--- config.mk ---
export PLATFORM = sky130hd
export DESIGN_NAME = zuse_fp_mul
export DESIGN_NICKNAME = d
export VERILOG_FILES = /design/src/rtl/zuse_fp_mul.sv
export SDC_FILE = /design/constraint.sdc
export NUM_CORES = 1
export LEC_CHECK = 0
export ABC_CLOCK_PERIOD_IN_PS = 4500
export CORE_ASPECT_RATIO = 0.8
export CORE_UTILIZATION = 35
export CTS_BUF_LIST = sky130_fd_sc_hd__clkbuf_4 sky130_fd_sc_hd__clkbuf_8
export CTS_CLUSTER_SIZE = 8
export DETAILED_ROUTE_END_ITERATION = 10
export MAX_ROUTING_LAYER = met4
export PLACE_DENSITY = 0.57
export SYNTH_ARGS = -nofsm -noshare
export SYNTH_HDL_FRONTEND = slang
export SYNTH_SLANG_ARGS = --single-unit
--- constraint.sdc ---
create_clock -name clk -period 4.5 [get_ports clk]
set_input_delay 0.675 -clock clk [delete_from_list [all_inputs] [get_ports clk]]
set_output_delay 0.675 -clock clk [all_outputs]
set_load 0.03 [all_outputs]
--- src/rtl/zuse_fp_mul.sv ---
// zuse_fp_mul: sequential sign/exponent/mantissa multiplier for the tinyZuse FPU.
// A radix-2 shift-add core resolves one multiplier bit per clock. The product is
// then normalised, classified (zero / overflow / underflow) and published through
// a registered output stage. The output stage makes done and idle registered
// signals, and it puts the results MANT_W+2 edges after the start edge.
module zuse_fp_mul #(
  parameter int EXP_W  = 7,
  parameter int MANT_W = 15
) (
  input  logic              clk,
  input  logic              resetn,
  input  logic              start,
  input  logic              a_s,
  input  logic [EXP_W-1:0]  a_e,
  input  logic [MANT_W-1:0] a_m,
  input  logic              b_s,
  input  logic [EXP_W-1:0]  b_e,
  input  logic [MANT_W-1:0] b_m,
  output logic              res_s,
  output logic [EXP_W-1:0]  res_e,
  output logic [MANT_W-1:0] res_m,
  output logic              zero_flag,
  output logic              ovf_flag,
  output logic              unf_flag,
  output logic              idle,
  output logic              done
);

  // state  | meaning
  // S_IDLE | waiting for start (accepted only while idle is high)
  // S_CALC | shift-add, one multiplier bit per clock, MANT_W clocks
  // S_NORM | normalise and classify the product into the output stage
  typedef enum logic [1:0] {S_IDLE, S_CALC, S_NORM} state_t;

  localparam int P_W   = 2 * MANT_W;
  localparam int CNT_W = $clog2(MANT_W);
  localparam logic signed [EXP_W:0] E_MAX = (EXP_W+1)'((2 ** (EXP_W-1)) - 1);
  localparam logic signed [EXP_W:0] E_MIN = -(EXP_W+1)'(2 ** (EXP_W-1));

  state_t r_state;
  state_t w_state_nxt;

  logic [P_W-1:0]          r_acc;
  logic [P_W-1:0]          r_mcand;
  logic [MANT_W-1:0]       r_mplr;
  logic [CNT_W-1:0]        r_cnt;
  logic                    r_sign;
  logic signed [EXP_W:0]   r_esum;
  logic                    r_zero_op;

  logic                    r_nrm_vld;
  logic                    r_nrm_s;
  logic [EXP_W-1:0]        r_nrm_e;
  logic [MANT_W-1:0]       r_nrm_m;
  logic                    r_nrm_zero;
  logic                    r_nrm_ovf;
  logic                    r_nrm_unf;
  logic                    r_idle;
  logic                    r_done;

  logic                    w_accept;
  logic                    w_p_top;
  logic [MANT_W-1:0]       w_m_norm;
  logic signed [EXP_W:0]   w_esum_norm;
  logic                    w_ovf;
  logic                    w_unf;
  logic                    w_res_s;
  logic [EXP_W-1:0]        w_res_e;
  logic [MANT_W-1:0]       w_res_m;
  logic                    w_res_zero;
  logic                    w_unused_lsb;

  // r_idle stays low until the output stage publishes, so a start in the gap is ignored.
  assign w_accept = (r_state == S_IDLE) && r_idle && start;

  // State register.
  always_ff @(posedge clk or negedge resetn) begin
    if (!resetn) r_state <= S_IDLE;
    else         r_state <= w_state_nxt;
  end

  // Next-state logic.
  always_comb begin
    w_state_nxt = r_state;
    case (r_state)
      S_IDLE:  if (w_accept) w_state_nxt = S_CALC;
      S_CALC:  if (r_cnt == '0) w_state_nxt = S_NORM;
      S_NORM:  w_state_nxt = S_IDLE;
      default: w_state_nxt = S_IDLE;
    endcase
  end

  // Operand latch and shift-add mantissa core.
  always_ff @(posedge clk or negedge resetn) begin
    if (!resetn) begin
      r_acc     <= '0;
      r_mcand   <= '0;
      r_mplr    <= '0;
      r_cnt     <= '0;
      r_sign    <= 1'b0;
      r_esum    <= '0;
      r_zero_op <= 1'b0;
    end else if (w_accept) begin
      r_acc     <= '0;
      r_mcand   <= {{MANT_W{1'b0}}, a_m};
      r_mplr    <= b_m;
      r_cnt     <= CNT_W'(MANT_W - 1);
      r_sign    <= a_s ^ b_s;
      r_esum    <= $signed({a_e[EXP_W-1], a_e}) + $signed({b_e[EXP_W-1], b_e});
      r_zero_op <= ~a_m[MANT_W-1] | ~b_m[MANT_W-1];
    end else if (r_state == S_CALC) begin
      if (r_mplr[0]) r_acc <= r_acc + r_mcand;
      r_mcand <= r_mcand << 1;
      r_mplr  <= r_mplr >> 1;
      r_cnt   <= r_cnt - 1'b1;
    end
  end

  // Normalise (truncating) and classify; zero operands win over range checks.
  always_comb begin
    w_p_top     = r_acc[P_W-1];
    w_m_norm    = w_p_top ? r_acc[P_W-1:MANT_W] : r_acc[P_W-2:MANT_W-1];
    w_esum_norm = r_esum + $signed({{EXP_W{1'b0}}, w_p_top});
    w_ovf       = 1'b0;
    w_unf       = 1'b0;
    w_res_zero  = 1'b0;
    w_res_s     = 1'b0;
    w_res_e     = '0;
    w_res_m     = '0;
    if (r_zero_op) begin
      w_res_zero = 1'b1;
    end else if (w_esum_norm > E_MAX) begin
      w_ovf   = 1'b1;
      w_res_s = r_sign;
      w_res_e = E_MAX[EXP_W-1:0];
      w_res_m = '1;
    end else if (w_esum_norm < E_MIN) begin
      w_unf      = 1'b1;
      w_res_zero = 1'b1;
    end else begin
      w_res_s = r_sign;
      w_res_e = w_esum_norm[EXP_W-1:0];
      w_res_m = w_m_norm;
    end
  end

  // Truncated product bits are intentionally discarded.
  assign w_unused_lsb = ^r_acc[MANT_W-2:0];

  // Capture the normalised result at the end of the NORM cycle.
  always_ff @(posedge clk or negedge resetn) begin
    if (!resetn) begin
      r_nrm_vld  <= 1'b0;
      r_nrm_s    <= 1'b0;
      r_nrm_e    <= '0;
      r_nrm_m    <= '0;
      r_nrm_zero <= 1'b0;
      r_nrm_ovf  <= 1'b0;
      r_nrm_unf  <= 1'b0;
    end else begin
      r_nrm_vld <= (r_state == S_NORM);
      if (r_state == S_NORM) begin
        r_nrm_s    <= w_res_s;
        r_nrm_e    <= w_res_e;
        r_nrm_m    <= w_res_m;
        r_nrm_zero <= w_res_zero;
        r_nrm_ovf  <= w_ovf;
        r_nrm_unf  <= w_unf;
      end
    end
  end

  // Publish results, pulse done and reopen idle in the same cycle.
  always_ff @(posedge clk or negedge resetn) begin
    if (!resetn) begin
      res_s     <= 1'b0;
      res_e     <= '0;
      res_m     <= '0;
      zero_flag <= 1'b0;
      ovf_flag  <= 1'b0;
      unf_flag  <= 1'b0;
      r_done    <= 1'b0;
      r_idle    <= 1'b1;
    end else begin
      r_done <= r_nrm_vld;
      if (w_accept)       r_idle <= 1'b0;
      else if (r_nrm_vld) r_idle <= 1'b1;
      if (r_nrm_vld) begin
        res_s     <= r_nrm_s;
        res_e     <= r_nrm_e;
        res_m     <= r_nrm_m;
        zero_flag <= r_nrm_zero;
        ovf_flag  <= r_nrm_ovf;
        unf_flag  <= r_nrm_unf;
      end
    end
  end

  assign idle = r_idle;
  assign done = r_done;

endmodule
==> insert_results.sql <==
INSERT INTO impl_metrics (metric_group, metric, value, unit) VALUES
('global_routing', 'grt_max_degree', '85', ''),
('job', 'cap_violations', '0', ''),
('logic_synthesis', 'yosys.area.top_type', 'dfrtp_1', ''),
('logic_synthesis', 'synth_top_family_by_area', 'compound AO/OA/AOI/OAI gates', ''),
('critical_path', 'crit_path_max_fanout', '3', ''),
('logic_synthesis', 'synth.top_cell.area_share', '46.13', '%'),
('detailed_routing', 'drc', '0', ''),
('layout', 'number_of_filler_instances_in_the_final_layout', '2130', ''),
('status', 'result_of_the_run', 'finished clean', ''),
('pwr', 'peak_supply_drop', '0.2107', 'mV'),
('logic_synthesis', 'post_synth_xor_area_fraction', '3.452', '%'),
('logic_synthesis', 'synth.top_cells.by_area', 'dfrtp_1 46%, nand2_1 8.5%, ha_1 6.2%', ''),
('global_routing', 'grtUsageTotal', '17.69', '%'),
('detailed_routing', 'drtPass1Iterations', '5', ''),
('critical_path', 'cp_data_required_time', '4840', 'ps'),
('logic_synthesis', 'synthTopCellsByCount', '178 x nand2_1, 145 x dfrtp_1, 71 x a21oi_1', ''),
('clock_tree', 'cts-buffers-inserted', '17', ''),
('layout', 'post_route_cells_drive_above_1_share', '10.07', '%'),
('pwr', 'total_power', '5316', 'uW'),
('sta', 'worst_hold_slack', '219.9', 'ps'),
('clock_tree', 'clkLatencyLatePin', '450', 'ps'),
('critical_path', 'cp_cell_sequence', 'ha_1, fa_1, a211oi_1, o21ai_0, o211ai_1, o211ai_1, o21ai_0, nand3_1, a32o_1', ''),
('clock_tree', 'max_root_sink_buffers', '2', ''),
('detailed_routing', 'num_vias', '6197', ''),
('logic_synthesis', 'yosysUniqueCellTypes', '58', ''),
('sta', 'final.period_utilization', '61.94', '%'),
('critical_path', 'critical_path_arrival', '3130', 'ps'),
('logic_synthesis', 'synthesis.nets', '934', ''),
('logic_synthesis', 'muxShareOfSynthArea', '6.362', '%'),
('detailed_routing', 'dr.first_iter.drc_count', '353', ''),
('critical_path', 'reg2reg_from', 'r_mcand[0]', ''),
('floorplan', 'num_rows', '48', ''),
('clock_tree', 'clkSinkCount', '146', ''),
('logic_synthesis', 'number_of_synthesized_flops_with_an_enable_pin', '0', ''),
('global_routing', 'number_of_antenna_violations_at_the_first_check_in_global_routing', '0', ''),
('sta', 'max_slew.worst_pin.slew', '1248', 'ps'),
('floorplan', 'ioPinCount', '77', ''),
('placed_design', 'dp_hpwl', '12750', 'microns'),
('clock_tree', 'postCtsResizedCells', '0', ''),
('logic_synthesis', 'synth.yosys.warnings', '0', ''),
('sta', 'fmax', '0.3588', 'GHz'),
('detailed_routing', 'routed_wirelength', '18490', 'microns'),
('sta', 'max-slew-margin-rel', '16.51', '%'),
('layout', 'postLayoutCellArea', '9349', 'sq um'),
('layout', 'finish.net_count', '991', ''),
('logic_synthesis', 'post_synth_adder_cell_area', '6.712', '%'),
('pwr', 'power_leakage', '0.004273', 'uW'),
('min_path', 'worst_hold_path_type', 'primary input to asynchronous set/reset pin', ''),
('logic_synthesis', 'share_of_async_settable_or_async_resettable_flops_after_synthesis', '100.0', '%'),
('global_routing', 'grt-ovfl-total', '0', ''),
('sta', 'report.final.slew_viol_count', '0', ''),
('sta', 'setup_tns', '0', 'ps'),
('sta', 'finalCriticalPeriod', '2787', 'ps'),
('global_routing', 'grt_pass1_wl', '31260', 'microns'),
('critical_path', 'critPathLaunchType', 'register', ''),
('clock_tree', 'cts_tree', 'done', ''),
('sta', 'rsz_0062_raised_after_global_routing', 'false', ''),
('clock_tree', 'htreeDepth', '4', ''),
('detailed_routing', 'wire_per_inst', '15.23', 'microns'),
('critical_path', 'timing.critical_path.from', 'r_mcand[0]', ''),
('logic_synthesis', 'synth_top_flop_cell', 'dfrtp_1', ''),
('layout', 'area_growth', '18.85', '%'),
('logic_synthesis', 'avgSynthCellArea', '9.320', 'sq um'),
('floorplan', 'floorplan.initialDensity', '36.08', '%'),
('placed_design', 'placement.cell_area', '8901', 'sq um'),
('critical_path', 'slowest_delay', '430', 'ps'),
('placed_design', 'io_buffer_count', '76', ''),
('clock_tree', 'ctsRootBufferMaster', 'clkbuf_8', ''),
('logic_synthesis', 'synth-compound-area-share', '18.45', '%'),
('floorplan', 'fp.dieArea', '23080', 'sq um'),
('detailed_routing', 'vias_per_cell', '5.105', '');
report_power, final:
part           switching (uW)  total, uW  internal, uW
combinational            1270       2110           846
clock                     547       1170           627
sequential                341       2030          1690
routing by layer:
| metal | wire length (microns) | vias up | global-route usage [%] |
|---|---|---|---|
| met2 | 7769 | 153 | 24.48 |
| li1 | - | 3112 | - |
| met4 | 189 | 0 | 4.004 |
| met3 | 860 | 11 | 3.785 |
| met5 | 0 | - | - |
| met1 | 9672 | 2921 | 26.08 |
sequential cells by signal, indices dropped and copies added, names as in the netlist, 2 cells and up:
signal	count
res_m	15
r_mcand	30
r_acc	30
r_state	2
r_nrm_m	15
r_esum	8
r_cnt	4
res_e	7
r_nrm_e	7
r_mplr	15
kinds of logic after synthesis:
group / count (synthesis)
AOI/OAI and AO/OA: 239
xor gates and xnor gates: 31
adders and majority gates: 41
buffers and inverters: 59
DFF: 146
muxes: 45
and+or+nand+nor: 283
per-stage QoR:
step / utilization [%] / setup WS [ps] / cells
after floorplan: - / 2142 / 844
after global placement: 40.83 / 1674 / 1182
after detailed placement: 40.83 / 1646 / 1182
after CTS: 42.88 / 1688 / 1214
after global routing: 42.88 / 1457 / 1214
final: 42.88 / 1713 / 1214
final timing paths:
path	to	slack [ps]	cells past startpoint
max in group asynchronous	idle	3370	2
min in group clk	r_nrm_e[5]	480	2
worst min register to register	r_nrm_e[5]	480	2
worst max register to register	r_acc[26]	1710	9
worst min-delay path	res_m[6]	220	1
worst max-delay path	r_acc[26]	1710	9
final cells by class:
class / instances / area (sq um) / area share [%]
Multi-Input combinational cell: 639 / 3980 / 42.57
Sequential cell: 146 / 3655 / 39.09
Timing Repair Buffer: 86 / 849.6 / 9.087
Tap cell: 300 / 375.4 / 4.015
Clock buffer: 18 / 247.7 / 2.650
Clock inverter: 14 / 200.2 / 2.141
Inverter: 11 / 41.29 / 0.4416
cell usage in the layout, fill, tap and decap left out, drive strengths merged, types with 5 or more instances in the layout:
| master | synthesis | layout |
|---|---|---|
| mux2i | 5 | 5 |
| a21o | 18 | 18 |
| a211oi | 7 | 7 |
| xor2 | 12 | 12 |
| a21oi | 71 | 71 |
| ha | 39 | 39 |
| and3 | 10 | 10 |
| nor3 | 8 | 8 |
| inv | 11 | 15 |
| nand2b | 5 | 5 |
| a22o | 5 | 5 |
| xnor2 | 19 | 19 |
| mux2 | 40 | 40 |
| buf | 12 | 11 |
| dfrtp | 145 | 145 |
| o211ai | 6 | 6 |
| clkdlybuf4s50 | 0 | 75 |
| nor2 | 43 | 43 |
| nand3 | 13 | 13 |
| nand2 | 178 | 178 |
| nand4 | 8 | 8 |
| clkbuf | 36 | 18 |
| a31oi | 20 | 20 |
| o21ai | 72 | 72 |
| a22oi | 16 | 16 |
Power figures use the tool's default switching activity.
